--- src/rtl/if_stage_if.sv ---
// Fetch-stage bundle: instruction-memory handshake, ID-side delivery and redirect.
// The master modport is the fetch stage; the slave modport is its environment.
interface if_stage_if #(
    parameter int DATA_W = 32,
    parameter int ADDR_W = 32
);
    logic              mem_req;
    logic [ADDR_W-1:0] mem_addr;
    logic              mem_ack;
    logic [DATA_W-1:0] mem_rdata;
    logic              id_stall;
    logic              br_taken;
    logic [ADDR_W-1:0] br_target;
    logic [DATA_W-1:0] im_instruction;
    logic [ADDR_W-1:0] if_pc;
    logic [ADDR_W-1:0] if_pc_next;
    logic              if_valid;
    logic [1:0]        buf_count;

    modport master (
        output mem_req, mem_addr, im_instruction, if_pc, if_pc_next, if_valid, buf_count,
        input  mem_ack, mem_rdata, id_stall, br_taken, br_target
    );

    modport slave (
        input  mem_req, mem_addr, im_instruction, if_pc, if_pc_next, if_valid, buf_count,
        output mem_ack, mem_rdata, id_stall, br_taken, br_target
    );
endinterface

--- src/rtl/if_stage.sv ---
// Instruction-fetch stage: PC generation, req/ack fetch with one outstanding request,
// 2-entry prefetch FIFO to ID, and redirect handling with squash of in-flight fetches.
module if_stage #(
    parameter int                DATA_W   = 32,
    parameter int                ADDR_W   = 32,
    parameter logic [ADDR_W-1:0] RESET_PC = '0,
    parameter logic [ADDR_W-1:0] PC_INC   = ADDR_W'(1)
) (
    input  logic       CLK,
    input  logic       RST,
    if_stage_if.master bus
);
    typedef enum logic {
        RUN   = 1'b0,
        FLUSH = 1'b1
    } state_t;

    state_t            r_state, w_state_nxt;
    logic [ADDR_W-1:0] r_fetch_pc, r_flush_addr;
    logic [ADDR_W-1:0] r_pc0, r_pc1;
    logic [DATA_W-1:0] r_data0, r_data1;
    logic [1:0]        r_count;
    logic              w_mem_req;
    logic [ADDR_W-1:0] w_mem_addr;
    logic              w_valid, w_push, w_pop;

    // Entry 0 is always the FIFO head, so outputs come straight from registers.
    assign w_valid = (r_count != 2'd0);
    assign w_push  = (r_state == RUN) && w_mem_req && bus.mem_ack && !bus.br_taken;
    assign w_pop   = w_valid && !bus.id_stall && !bus.br_taken;

    always_ff @(posedge CLK or posedge RST) begin
        if (RST) r_state <= RUN;
        else     r_state <= w_state_nxt;
    end

    // NOTE: every signal gets a default before the case so no path can infer a latch.
    always_comb begin
        w_state_nxt = r_state;
        w_mem_req   = 1'b0;
        w_mem_addr  = r_fetch_pc;
        case (r_state)
            RUN: begin
                w_mem_req  = !RST && (r_count < 2'd2);
                w_mem_addr = r_fetch_pc;
            end
            FLUSH: begin
                w_mem_req  = !RST;
                w_mem_addr = r_flush_addr;
                if (w_mem_req && bus.mem_ack) w_state_nxt = RUN;
            end
            default: w_state_nxt = RUN;
        endcase
        // A redirect only has to wait out a request that is still unacknowledged.
        if (bus.br_taken) w_state_nxt = (w_mem_req && !bus.mem_ack) ? FLUSH : RUN;
    end

    always_ff @(posedge CLK or posedge RST) begin
        if (RST) begin
            // NOTE: the FIFO entries are reset too; the head drives im_instruction/if_pc directly.
            r_fetch_pc   <= RESET_PC;
            r_flush_addr <= RESET_PC;
            r_count      <= '0;
            r_pc0        <= '0;
            r_pc1        <= '0;
            r_data0      <= '0;
            r_data1      <= '0;
        end else if (bus.br_taken) begin
            r_fetch_pc <= bus.br_target;
            r_count    <= '0;
            if (r_state == RUN && w_state_nxt == FLUSH) r_flush_addr <= r_fetch_pc;
        end else begin
            if (w_push) r_fetch_pc <= r_fetch_pc + PC_INC;
            r_count <= r_count + 2'(w_push) - 2'(w_pop);

            if (w_pop && r_count == 2'd2) begin
                r_pc0   <= r_pc1;
                r_data0 <= r_data1;
            end else if (w_push && (r_count == 2'd0 || w_pop)) begin
                r_pc0   <= r_fetch_pc;
                r_data0 <= bus.mem_rdata;
            end

            if (w_push && r_count == 2'd1 && !w_pop) begin
                r_pc1   <= r_fetch_pc;
                r_data1 <= bus.mem_rdata;
            end
        end
    end

    assign bus.mem_req        = w_mem_req;
    assign bus.mem_addr       = w_mem_addr;
    assign bus.im_instruction = r_data0;
    assign bus.if_pc          = r_pc0;
    assign bus.if_pc_next     = r_pc0 + PC_INC;
    assign bus.if_valid       = w_valid;
    assign bus.buf_count      = r_count;
endmodule

--- src/flat_wrapper.sv ---
// flat-port wrapper written by rule: the top's interface ports become plain ports
module if_stage_flat 
#(
    parameter int                DATA_W   = 32,
    parameter int                ADDR_W   = 32,
    parameter logic [ADDR_W-1:0] RESET_PC = '0,
    parameter logic [ADDR_W-1:0] PC_INC   = ADDR_W'(1)
)
  (CLK, RST, bus_mem_req, bus_mem_addr, bus_im_instruction, bus_if_pc, bus_if_pc_next, bus_if_valid, bus_buf_count, bus_mem_ack, bus_mem_rdata, bus_id_stall, bus_br_taken, bus_br_target);
  if_stage_if #(.DATA_W(DATA_W), .ADDR_W(ADDR_W)) bus_i ();
  input  logic CLK;
  input  logic RST;
  output wire logic [$bits(bus_i.mem_req)-1:0] bus_mem_req;
  output wire logic [$bits(bus_i.mem_addr)-1:0] bus_mem_addr;
  output wire logic [$bits(bus_i.im_instruction)-1:0] bus_im_instruction;
  output wire logic [$bits(bus_i.if_pc)-1:0] bus_if_pc;
  output wire logic [$bits(bus_i.if_pc_next)-1:0] bus_if_pc_next;
  output wire logic [$bits(bus_i.if_valid)-1:0] bus_if_valid;
  output wire logic [$bits(bus_i.buf_count)-1:0] bus_buf_count;
  input wire logic [$bits(bus_i.mem_ack)-1:0] bus_mem_ack;
  input wire logic [$bits(bus_i.mem_rdata)-1:0] bus_mem_rdata;
  input wire logic [$bits(bus_i.id_stall)-1:0] bus_id_stall;
  input wire logic [$bits(bus_i.br_taken)-1:0] bus_br_taken;
  input wire logic [$bits(bus_i.br_target)-1:0] bus_br_target;
  assign bus_mem_req = bus_i.mem_req;
  assign bus_mem_addr = bus_i.mem_addr;
  assign bus_im_instruction = bus_i.im_instruction;
  assign bus_if_pc = bus_i.if_pc;
  assign bus_if_pc_next = bus_i.if_pc_next;
  assign bus_if_valid = bus_i.if_valid;
  assign bus_buf_count = bus_i.buf_count;
  assign bus_i.mem_ack = bus_mem_ack;
  assign bus_i.mem_rdata = bus_mem_rdata;
  assign bus_i.id_stall = bus_id_stall;
  assign bus_i.br_taken = bus_br_taken;
  assign bus_i.br_target = bus_br_target;
  if_stage #(.DATA_W(DATA_W), .ADDR_W(ADDR_W), .RESET_PC(RESET_PC), .PC_INC(PC_INC)) u_core (.CLK(CLK), .RST(RST), .bus(bus_i));
endmodule
--- config.mk ---
export PLATFORM = sky130hd
export DESIGN_NAME = if_stage_flat
export DESIGN_NICKNAME = d
export VERILOG_FILES = /design/src/rtl/if_stage_if.sv /design/src/rtl/if_stage.sv /design/src/flat_wrapper.sv
export SDC_FILE = /design/constraint.sdc
export NUM_CORES = 1
export LEC_CHECK = 0
export CELL_PAD_IN_SITES_DETAIL_PLACEMENT = 1
export CELL_PAD_IN_SITES_GLOBAL_PLACEMENT = 1
export CORE_MARGIN = 2
export CORE_UTILIZATION = 41
export CTS_CLUSTER_DIAMETER = 40
export DETAILED_ROUTE_END_ITERATION = 6
export PLACE_DENSITY = 0.85
export SYNTH_ARGS = -nofsm -noshare
export SYNTH_HDL_FRONTEND = slang
export SYNTH_SLANG_ARGS = --single-unit
--- constraint.sdc ---
create_clock -name CLK -period 8.7 [get_ports CLK]
set_input_delay 0.87 -clock CLK [delete_from_list [all_inputs] [get_ports CLK]]
set_output_delay 0.87 -clock CLK [all_outputs]
set_load 0.01 [all_outputs]
; Word level (Yosys, flattened, before mapping)
; Cells that the tools add are included.
[classes]
add_sub_neg = 4
mul = 0
div = 0
order_cmp = 1
eq_ne = 2
shifts = 0
n_mux = 13
bitwise = 2
n_reduce_logical = 26
[op_table]
columns = cell, n
row1 = two-way mux 32 bit, 6
row2 = "adder 32 x 1 -> 32 bit, second input constant", 2
row3 = case mux 32 bit (2 select lines), 1
row4 = logical AND 1 bit, 13
row5 = AND reduction 2 bit, 3
row6 = nonzero test 2 bit, 3
row7 = logical NOT 1 bit, 5
row8 = two-way mux 1 bit, 4
row9 = adder 2 x 1 -> 2 bit, 1
row10 = "== test 2 x 1 -> 1 bit, second input constant", 1
row11 = "== test 2 bit, second input constant", 1
row12 = logical NOT 2 bit, 1
row13 = "less-than comparator 2 bit, second input constant", 1
row14 = two-way mux 2 bit, 1
row15 = NOT 1 bit, 2
row16 = case mux 1 bit (2 select lines), 1
row17 = subtractor 2 x 1 -> 2 bit, 1
row18 = logical OR 1 bit, 1
[totals]
regBits = 195
latch_bits = 0
ramBits = 0
rom_bits = 0
output_inout_bits = 132
word_cells = 56
mem_count = 0

; Depth between registers and ports, before layout
; Gate-level depths: netlist of run 1.
[logic_depth]
word_depth = 9
mapped_depth = 10

; Least setup slack after synthesis of run 1
; OpenSTA, ideal clock, no wires.
[synth_timing]
path_type = input to register
from = in RST
to = reg u_core.r_fetch_pc[14]
arrival_ns = 2.787
t_required_ns = 8.618
path_slack_ns = 5.831
path_stages = 6
n_path_buf = 2
cell_sequence = clkbuf_1 -> or4b_4 -> buf_6 -> or4_4 -> or4_1 -> a31oi_1
[synth_between]
elab_chain_cells = 7
[synth_rtl]
columns = item, line
row1 = start: declaration, flat_wrapper.sv:12  ; input logic RST;
row2 = logical NOT 1 bit (no line) (*), -
row3 = logical AND 1 bit, if_stage.sv:44  ; w_mem_req = !RST && (r_count < 2'd2);
row4 = case mux 1 bit (2 select lines) (*), if_stage.sv:42  ; case (r_state)
row5 = logical AND 1 bit (*) (3 in series), if_stage.sv:29  ; assign w_push = (r_state == RUN) && w_mem_req && bus.mem_ack && !bus.br_taken;
row6 = nonzero test 2 bit (no line) (*), -
row7 = end signal: assignment, if_stage.sv:69  ; r_fetch_pc <= bus.br_target;
row8 = end signal: assignment, if_stage.sv:73  ; if (w_push) r_fetch_pc <= r_fetch_pc + PC_INC;
row9 = end: declaration, if_stage.sv:19  ; logic [ADDR_W-1:0] r_fetch_pc, r_flush_addr;
; Every way passes the cells marked *; elsewhere a longest branch is shown, timed or not.
; A chain may end at the register's enable or synchronous reset.

; Worst setup path in the final report of run 1
[layout_timing]
from = reg u_core.r_pc0[5] (netlist: u_core.bus.if_pc[5])
to = out bus_if_pc_next[31]
[layout_between]
elab_chain_cells = 1
[layout_rtl]
columns = item, line
row1 = start: declaration, if_stage.sv:20  ; logic [ADDR_W-1:0] r_pc0, r_pc1;
row2 = start signal: assignment, if_stage.sv:77  ; r_pc0 <= r_pc1;
row3 = start signal: assignment, if_stage.sv:80  ; r_pc0 <= r_fetch_pc;
row4 = adder 32 x 1 -> 32 bit, if_stage.sv:95  ; assign bus.if_pc_next = r_pc0 + PC_INC;
row5 = end: declaration, flat_wrapper.sv:17  ; output wire logic [$bits(bus_i.if_pc_next)-1:0] bus_if_pc_next;
; Every way passes these cells.

==> results of run 1 <==
placed cells by master, fill, tap and decap left out, types with 14 or more instances in the layout:
cell / netlist / layout
a31oi_1: 15 / 15
clkbuf_16: 0 / 17
clkdlybuf4s50_1: 0 / 200
dfrtp_1: 195 / 195
inv_1: 18 / 17
mux2_2: 231 / 231
mux2i_1: 14 / 14
nand2_1: 46 / 46
nand3_1: 23 / 23
nand4_1: 22 / 22
nor2_1: 30 / 30
nor3_1: 15 / 15
o21ai_0: 23 / 23
o31ai_1: 17 / 17
or4_1: 19 / 19
xnor2_1: 23 / 23
xor2_1: 18 / 18
flip-flops by register name, indices dropped and copies added, names as in the netlist:
register                   cells
u_core.bus.buf_count           2
u_core.bus.if_pc              32
u_core.bus.im_instruction     32
u_core.r_data1                32
u_core.r_fetch_pc             32
u_core.r_flush_addr           32
u_core.r_pc1                  32
u_core.r_state                 1
final timing paths:
path | endpoint | start | slack [ps]
max | bus_if_pc_next[31] | u_core.bus.if_pc[5]$_DFFE_PP0P_ | 4180
min | u_core.r_pc1[27]$_DFFE_PP0P_ | u_core.r_pc1[27]$_DFFE_PP0P_ | 500
max reg2reg | u_core.r_pc1[8]$_DFFE_PP0P_ | u_core.bus.buf_count[1]$_DFF_PP0_ | 5520
min reg2reg | u_core.r_pc1[27]$_DFFE_PP0P_ | u_core.r_pc1[27]$_DFFE_PP0P_ | 500
max in group asynchronous | u_core.bus.if_pc[25]$_DFFE_PP0P_ | RST | 5920
min in group asynchronous | u_core.r_fetch_pc[3]$_DFFE_PP0P_ | RST | 1210
power groups by stage:
stage | clock (W) | sequential [W] | combinational (W)
after floorplan | 0 | 0.00136 | 0.000473
after global placement | 0 | 0.00136 | 0.00102
after detailed placement | 0 | 0.00138 | 0.00106
after CTS | 0.000831 | 0.00137 | 0.00106
after global routing | 0.000866 | 0.00141 | 0.00112
final | 0.000814 | 0.00137 | 0.00105
layer usage:
metal	vias up	wire (µm)	GRT usage
li1	3310	-	-
met1	3728	11700	0.281
met2	180	13400	0.373
met3	23	1790	0.0661
met4	10	187	0.0342
met5	-	60	0
cells by family (layout without fill, tap and decap cells):
logic type | count (synthesis) | in the layout | share of synthesized area
simple gates | 192 | 192 | 0.105
compound gates | 68 | 68 | 0.0440
fa+ha+maj | 4 | 4 | 0.00510
xor+xnor | 41 | 41 | 0.0366
buf+inv | 76 | 257 | 0.0330
flops | 195 | 195 | 0.497
mux | 245 | 245 | 0.279
stage by stage:
step,instances,instance area [µm²],util,total power [W]
CTS,1321,12600,0.539,0.00326
finish,1321,12600,0.539,0.00323
global placement,1289,12000,0.513,0.00238
detailed placement,1289,12000,0.513,0.00244
floorplan,821,9810,-,0.00184
global route,1321,12600,0.539,0.00340
worst max-delay path: stages, from the launching register on:
cell and delay (ps):
dfrtp_1 470, nand4_1 240, or4_1 750, nor4_1 980, xor2_1 220, clkdlybuf4s50_1 570
cell type report:
class	count	area, µm²	share of cell area
sequential	195	4880	0.386
timing repair buffer	207	2050	0.162
tap	319	399	0.0316
clock inverter	11	146	0.0116
clock buffer	21	460	0.0364
inverter	18	75.1	0.00594
multi-input combinational	550	4630	0.366
==> results.cfg, run 1 <==
[run_status]
status = finished clean

[placed_design]
port_buffers = 200
dp_hpwl_mm = 18.7
place_congestion = 0.774
dp_slack_ps = 4500

[power_and_ir_drop]
p_clk_frac = 0.252
power.switching_w = 0.000993
p_int_w = 0.00224
cellLeakagePower_nw = 5.06
swShare = 0.307
ir_worst_vdd_uv = 126
p_comb_frac = 0.324
pwr-share-seq = 0.424
power.density_nw_per_um2 = 255

[setup_path]
cp_max_fo = 11
rr_worst_depth = 5
worst_setup_path_start_kind = flip-flop
endpoint_kind = output pin
cp_data_arrival_time_ps = 3650
crit_required_ps = 7830
worstSetupPathType = flip-flop to output pin

[global_route]
grt_pass1_vias = 7838
grt_pass1_wl_mm = 44.3
grt_usage = 0.219
grt_max_degree = 114
antenna_found_initial = 6
grt_remaining_overflow = 0

[floorplan]
start_util = 0.418
dieHeight_um = 159
rows = 56
core_um2 = 23500
die_w_um = 159
io_pins = 201
die_area_um2 = 25200

[sta]
fin_crit_sh = 0.520
period_minus_slack_ps = 4520
rsz0062_at_grt = false
setup_ws_ps = 4180
fmax_ghz = 0.221
hold_ws_ps = 503
skew_ps = 13.8
slew_viol_final = 0
relSlewSlack = 0.244
setup_viol = 0
hold_viol = 0
worstMarginPinSlew_ps = 1120
tns_ps = 0

[synth]
synth_edf_count = 0
synth_top_cells_by_count = 231 x mux2_2, 195 x dfrtp_1, 46 x nand2_1, 34 x clkbuf_1, 30 x nor2_1
ys_warn_count = 0
ys.flop_type = dfrtp_1
syn_nets = 894
synth_area_leaders = dfrtp_1 50%, mux2_2 27%, xnor2_1 2.1%, nand2_1 1.8%, xor2_1 1.6%
synth_seq_cells = 195
yosysSeqAreaShare = 0.497
synth-async-reset-ratio = 1.00
synth_top_area_cell = dfrtp_1
synth_cell_type_count = 42
yosysMostFrequentCell = mux2_2
synth.avg_cell_area_um2 = 12.0
synthCells = 821
netlist.area_leader.share = 0.497
netlist_area_um2 = 9810

[drt]
vias_per_cell = 5.49
drtIter0Drc = 299
routedWlPerCell_um = 20.6
finalWirelength_mm = 27.2
ant_nets = 0
drc = 0
vias = 7251
drt_first_pass_iters = 4

[min_path]
hold_class = flip-flop to flip-flop
hold_depth = 1

[clocking]
cts_made_buffers = 17
cts.clk_slew.worst_paths_ps = 70
htreeDepth = 4
holdBufCountCts = 0
cts.sinks = 195
tritoncts = done
clk_latency_ps = 430
ctsRootBufferMaster = clkbuf_16
clockBufferDepth = 2
cts_setup_buffers = 0
post_cts_resized = 0

[flow_run]
maxCapViolations = 0

[cells_and_area]
fillers = 2426
diodes = 0
syn2layout_area_growth_pct = 28.9
drive_gt1_frac = 0.278
nets = 1062
Note: power is estimated with default switching activity, not from simulation.
==> run 2: changes to the inputs <==
--- a/config.mk
+++ b/config.mk
@@ -8,10 +8,10 @@
 export CELL_PAD_IN_SITES_DETAIL_PLACEMENT = 1
 export CELL_PAD_IN_SITES_GLOBAL_PLACEMENT = 1
 export CORE_MARGIN = 2
-export CORE_UTILIZATION = 41
+export CORE_UTILIZATION = 37
 export CTS_CLUSTER_DIAMETER = 40
 export DETAILED_ROUTE_END_ITERATION = 6
-export PLACE_DENSITY = 0.85
+export PLACE_DENSITY = 0.82
 export SYNTH_ARGS = -nofsm -noshare
 export SYNTH_HDL_FRONTEND = slang
 export SYNTH_SLANG_ARGS = --single-unit
==> constraint.sdc (replaced) <==
create_clock -name CLK -period 3.8 [get_ports CLK]
set_input_delay 0.38 -clock CLK [delete_from_list [all_inputs] [get_ports CLK]]
set_output_delay 0.38 -clock CLK [all_outputs]
set_load 0.01 [all_outputs]
==> results.cfg, run 2 (synthesis gave the netlist of run 1 again) <==
[floorplan]
core_um2 = 26100
io_pins = 201
die_w_um = 167
die_area_um2 = 27800
rows = 59
dieHeight_um = 167
start_util = 0.377

[sta]
tns_ps = 0
fin_crit_sh = 0.928
period_minus_slack_ps = 3530
slew_viol_final = 0
rsz0062_at_grt = false
hold_viol = 0
worstMarginPinSlew_ps = 1060
fmax_ghz = 0.283
relSlewSlack = 0.288
setup_viol = 0
hold_ws_ps = 504
skew_ps = 10.7

[min_path]
min-delay-start = u_core.r_flush_addr[1]$_DFFE_PP0P_
hold_class = flip-flop to flip-flop
holdPathEnd = u_core.r_flush_addr[1]$_DFFE_PP0P_
hold_depth = 1

[setup_path]
cp_data_arrival_time_ps = 3150
r2r_slack_ps = 1120
worst_setup_path_start_kind = flip-flop
rr_startpoint = u_core.bus.buf_count[1]$_DFF_PP0_
rr_worst_depth = 4
reg2reg_to = u_core.r_fetch_pc[28]$_DFFE_PP0P_
worstSetupPathType = flip-flop to output pin
crit_required_ps = 3420
endpoint_kind = output pin
cp_max_fo = 11

[power_and_ir_drop]
cellLeakagePower_nw = 5.10
ir_worst_vdd_uv = 284
power_w = 0.00726
power.density_nw_per_um2 = 569

[global_route]
grt_pass1_wl_mm = 43.8
grt_pass1_vias = 7829
antenna_found_initial = 3
grt_remaining_overflow = 0
grt_max_degree = 91
grt_usage = 0.197

[placed_design]
dp_hpwl_mm = 19.2
dpl_cell_area_um2 = 12200
place_congestion = 0.802
port_buffers = 200

[cells_and_area]
fillers = 2701
drive_gt1_frac = 0.287
fin_area_um2 = 12800
layout_commonest_cell = mux2_2
utilization = 0.490
syn2layout_area_growth_pct = 30.1
nets = 1072
mostFrequentLayoutCells = 231 x mux2_2, 200 x clkdlybuf4s50_1, 195 x dfrtp_1, 46 x nand2_1, 30 x nor2_1

[drt]
drtIter0Drc = 394
vias_per_cell = 5.40
finalWirelength_mm = 27.1
vias = 7282
ant_nets = 0
drc = 0
routedWlPerCell_um = 20.1
drt_first_pass_iters = 4

[run_status]
status = finished clean

[clocking]
cts.clk_slew.worst_paths_ps = 70
cts.sinks = 195
htreeDepth = 4
tritoncts = done
post_cts_resized = 0
ctsRootBufferMaster = clkbuf_16
clockBufferDepth = 2
cts_setup_buffers = 0
cts_made_buffers = 17
holdBufCountCts = 0
clk_latency_ps = 430

[flow_run]
maxCapViolations = 0
==> run 2: worst max path at each step <==
stage                                     from  slack, ps  depth (start not counted)                           endpoint
2_1_floorplan                              RST        670                          2  u_core.bus.buf_count[0]$_DFF_PP0_
5_1_grt        u_core.bus.if_pc[5]$_DFFE_PP0P_         50                          6                 bus_if_pc_next[31]
3_3_place_gp   u_core.bus.if_pc[5]$_DFFE_PP0P_        780                          6                 bus_if_pc_next[31]
3_5_place_dp   u_core.bus.if_pc[5]$_DFFE_PP0P_        730                          6                 bus_if_pc_next[31]
6_report       u_core.bus.if_pc[5]$_DFFE_PP0P_        270                          6                 bus_if_pc_next[31]
4_1_cts        u_core.bus.if_pc[6]$_DFFE_PP0P_        230                          6                 bus_if_pc_next[31]
==> run 2: critical path: stages, from the launching register on <==
cell	delay [ps]
dfrtp_1	460
nand4_1	250
or4_1	760
nor4_1	340
buf_4	200
xor2_1	150
clkdlybuf4s50_1	550
==> run 2: area by class of cell <==
| type | count | area [µm²] | share of cell area |
|---|---|---|---|
| clock buffer | 17 | 425 | 0.0333 |
| antenna | 3 | 7.51 | 0.000588 |
| clock inverter | 14 | 121 | 0.00951 |
| tap | 335 | 419 | 0.0328 |
| multi-input combinational | 550 | 4640 | 0.363 |
| timing repair buffer | 217 | 2200 | 0.173 |
| inverter | 18 | 71.3 | 0.00559 |
| sequential | 195 | 4880 | 0.382 |
==> run 2: per-stage QoR <==
stage	worst slack, ps	cells
final	272	1349
after global routing	54.6	1346
after CTS	234	1346
after detailed placement	733	1315
after global placement	776	1315
after floorplan	671	821
==> run 2: routing by layer <==
layer	vias to the layer above	GRT usage	wire length, µm
li1	3329	-	-
met1	3718	0.261	12000
met2	199	0.317	12800
met3	34	0.0511	1710
met4	2	0.0622	590
met5	-	0	13
==> run 2: report_power, final <==
group          internal, W  switching (W)  leakage (nW)
Sequential         0.00262       0.000516          2.40
Combinational      0.00149       0.000912          2.44
Clock             0.000856       0.000870         0.259
==> run 3: changes to the inputs <==
--- a/config.mk
+++ b/config.mk
@@ -5,13 +5,16 @@
 export SDC_FILE = /design/constraint.sdc
 export NUM_CORES = 1
 export LEC_CHECK = 0
+export CAP_MARGIN = 20
 export CELL_PAD_IN_SITES_DETAIL_PLACEMENT = 1
 export CELL_PAD_IN_SITES_GLOBAL_PLACEMENT = 1
+export CORE_ASPECT_RATIO = 1.5
 export CORE_MARGIN = 2
-export CORE_UTILIZATION = 37
+export CORE_UTILIZATION = 38
+export CTS_BUF_LIST = sky130_fd_sc_hd__clkbuf_8
 export CTS_CLUSTER_DIAMETER = 40
 export DETAILED_ROUTE_END_ITERATION = 6
-export PLACE_DENSITY = 0.82
+export PLACE_DENSITY = 0.83
 export SYNTH_ARGS = -nofsm -noshare
 export SYNTH_HDL_FRONTEND = slang
 export SYNTH_SLANG_ARGS = --single-unit
==> results.cfg, run 3 (synthesis gave the netlist of run 1 again) <==
[global_route]
grt_remaining_overflow = 0
grt_usage = 0.210
grt_pass1_vias = 7893
antenna_found_initial = 1
grt_max_degree = 73
grt_pass1_wl_mm = 44.4

[drt]
drc = 0
finalWirelength_mm = 27.6
vias = 7292
drtIter0Drc = 244
drt_first_pass_iters = 4
routedWlPerCell_um = 20.5
vias_per_cell = 5.42
ant_nets = 0

[setup_path]
rr_worst_depth = 4
crit_family = simple AND/OR/NAND/NOR gates
reg2reg_to = u_core.r_fetch_pc[30]$_DFFE_PP0P_
crit_required_ps = 3420
cp_data_arrival_time_ps = 3110
max_stage_delay_ps = 740
worst_path_max_delay_cell = or4_1
endpoint_kind = output pin
worstSetupPathType = flip-flop to output pin
crit_chain = nand4_1 -> or4_1 -> nor3_1 -> xor2_1 -> clkdlybuf4s50_1
worst_setup_path_start_kind = flip-flop
worstSetupPathDepth = 5
cp_max_fo = 7
rr_startpoint = u_core.r_state$_DFF_PP0_
r2r_slack_ps = 1030
path_buf_inv = 1

[power_and_ir_drop]
cellLeakagePower_nw = 5.04
power.switching_w = 0.00235
power.density_nw_per_um2 = 552
ir_worst_vdd_uv = 349
p_int_w = 0.00461
swShare = 0.338
p_comb_frac = 0.349
p_clk_frac = 0.201
pwr-share-seq = 0.449

[clocking]
cts.clk_slew.worst_paths_ps = 120
cts_made_buffers = 17
htreeDepth = 4
tritoncts = done
clk_latency_ps = 490
cts.sinks = 195
clockBufferDepth = 2
cts_setup_buffers = 0
ctsRootBufferMaster = clkbuf_8

[floorplan]
io_pins = 201
core_um2 = 25600
rows = 72
start_util = 0.384
die_w_um = 135
die_area_um2 = 27200
dieHeight_um = 201

[sta]
period_minus_slack_ps = 3490
fin_crit_sh = 0.918
relSlewSlack = 0.486
setup_viol = 0
tns_ps = 0
slew_viol_final = 0
skew_ps = 22.2
rsz0062_at_grt = false
hold_viol = 0
fmax_ghz = 0.287
setup_ws_ps = 310
worstMarginPinSlew_ps = 764

[min_path]
hold_depth = 3
holdPathEnd = u_core.r_fetch_pc[10]$_DFFE_PP0P_
min-delay-start = bus_br_target[10]
hold_class = input port to flip-flop

[cells_and_area]
syn2layout_area_growth_pct = 28.6
drive_gt1_frac = 0.290
fillers = 2732
utilization = 0.493
layout_commonest_cell = mux2_2
diodes = 0
mostFrequentLayoutCells = 231 x mux2_2, 200 x clkdlybuf4s50_1, 195 x dfrtp_1, 46 x nand2_1, 30 x nor2_1
nets = 1072

[placed_design]
place_congestion = 0.841
port_buffers = 200
dp_hpwl_mm = 19.7
dp_slack_ps = 647

[run_status]
status = finished clean

[flow_run]
maxCapViolations = 0
[run 3: cell count changes in the layout (fill, tap and decap cells not counted), moves of 2 or more]
cell        change
clkbuf_16      -17
diode_2         -3
inv_8           +2
clkinv_8        +6
clkinvlp_4      -2
clkinv_4        -5
clkbuf_8       +17
[run 3: power groups by stage]
| stage | sequential, W | clock [W] | combinational [W] |
|---|---|---|---|
| 6_report | 0.00313 | 0.00140 | 0.00243 |
| 5_1_grt | 0.00322 | 0.00152 | 0.00261 |
| 4_1_cts | 0.00313 | 0.00145 | 0.00247 |
| 3_5_place_dp | 0.00317 | 0 | 0.00245 |
| 3_3_place_gp | 0.00311 | 0 | 0.00240 |
| 2_1_floorplan | 0.00312 | 0 | 0.00108 |
[run 3: final cells by class]
cell class | instances | area (µm²) | share of cell area
Sequential cell | 195 | 4880 | 0.387
Multi-Input combinational cell | 550 | 4640 | 0.368
Timing Repair Buffer | 217 | 2190 | 0.174
Tap cell | 333 | 417 | 0.0330
Clock buffer | 17 | 234 | 0.0185
Clock inverter | 15 | 183 | 0.0145
Inverter | 18 | 71.3 | 0.00565
[run 3: worst max-delay path by stage]
stage                                           from                           endpoint  slack [ps]
finish              u_core.bus.if_pc[11]$_DFFE_PP0P_                 bus_if_pc_next[22]         310
global route         u_core.bus.if_pc[5]$_DFFE_PP0P_                 bus_if_pc_next[27]          90
CTS                  u_core.bus.if_pc[6]$_DFFE_PP0P_                 bus_if_pc_next[31]          70
detailed placement   u_core.bus.if_pc[6]$_DFFE_PP0P_                 bus_if_pc_next[31]         650
global placement     u_core.bus.if_pc[6]$_DFFE_PP0P_                 bus_if_pc_next[31]         670
floorplan                                        RST  u_core.bus.buf_count[0]$_DFF_PP0_         670
[run 3: metal layers]
| layer | vias up | global-route usage | part of all wire |
|---|---|---|---|
| li1 | 3330 | - | - |
| met1 | 3744 | 0.240 | 0.38 |
| met2 | 167 | 0.375 | 0.54 |
| met3 | 51 | 0.0442 | 0.045 |
| met4 | 0 | 0.0885 | 0.037 |
| met5 | - | 0 | 0 |
[run 3: tightest hold or removal path, cell delays in order]
cell and delay (ps):
clkdlybuf4s50_1 400, nor2_1 90, a31oi_1 50
[run 3: metrics by stage]
step / std cells / hold WS, ps / instance area (µm²) / total power (W)
2_1_floorplan: 821 / 475 / 9820 / 0.00421
3_3_place_gp: 1313 / 483 / 12200 / 0.00551
3_5_place_dp: 1313 / 490 / 12200 / 0.00562
4_1_cts: 1345 / 430 / 12600 / 0.00705
5_1_grt: 1345 / 478 / 12600 / 0.00735
6_report: 1345 / 463 / 12600 / 0.00697
[run 3: repair_timing]
item / 4_1_cts / 5_1_grt
endpoints found under the setup margin: 0 / 3
hold buffers: 0 / 0
gates resized for setup: 0 / 2
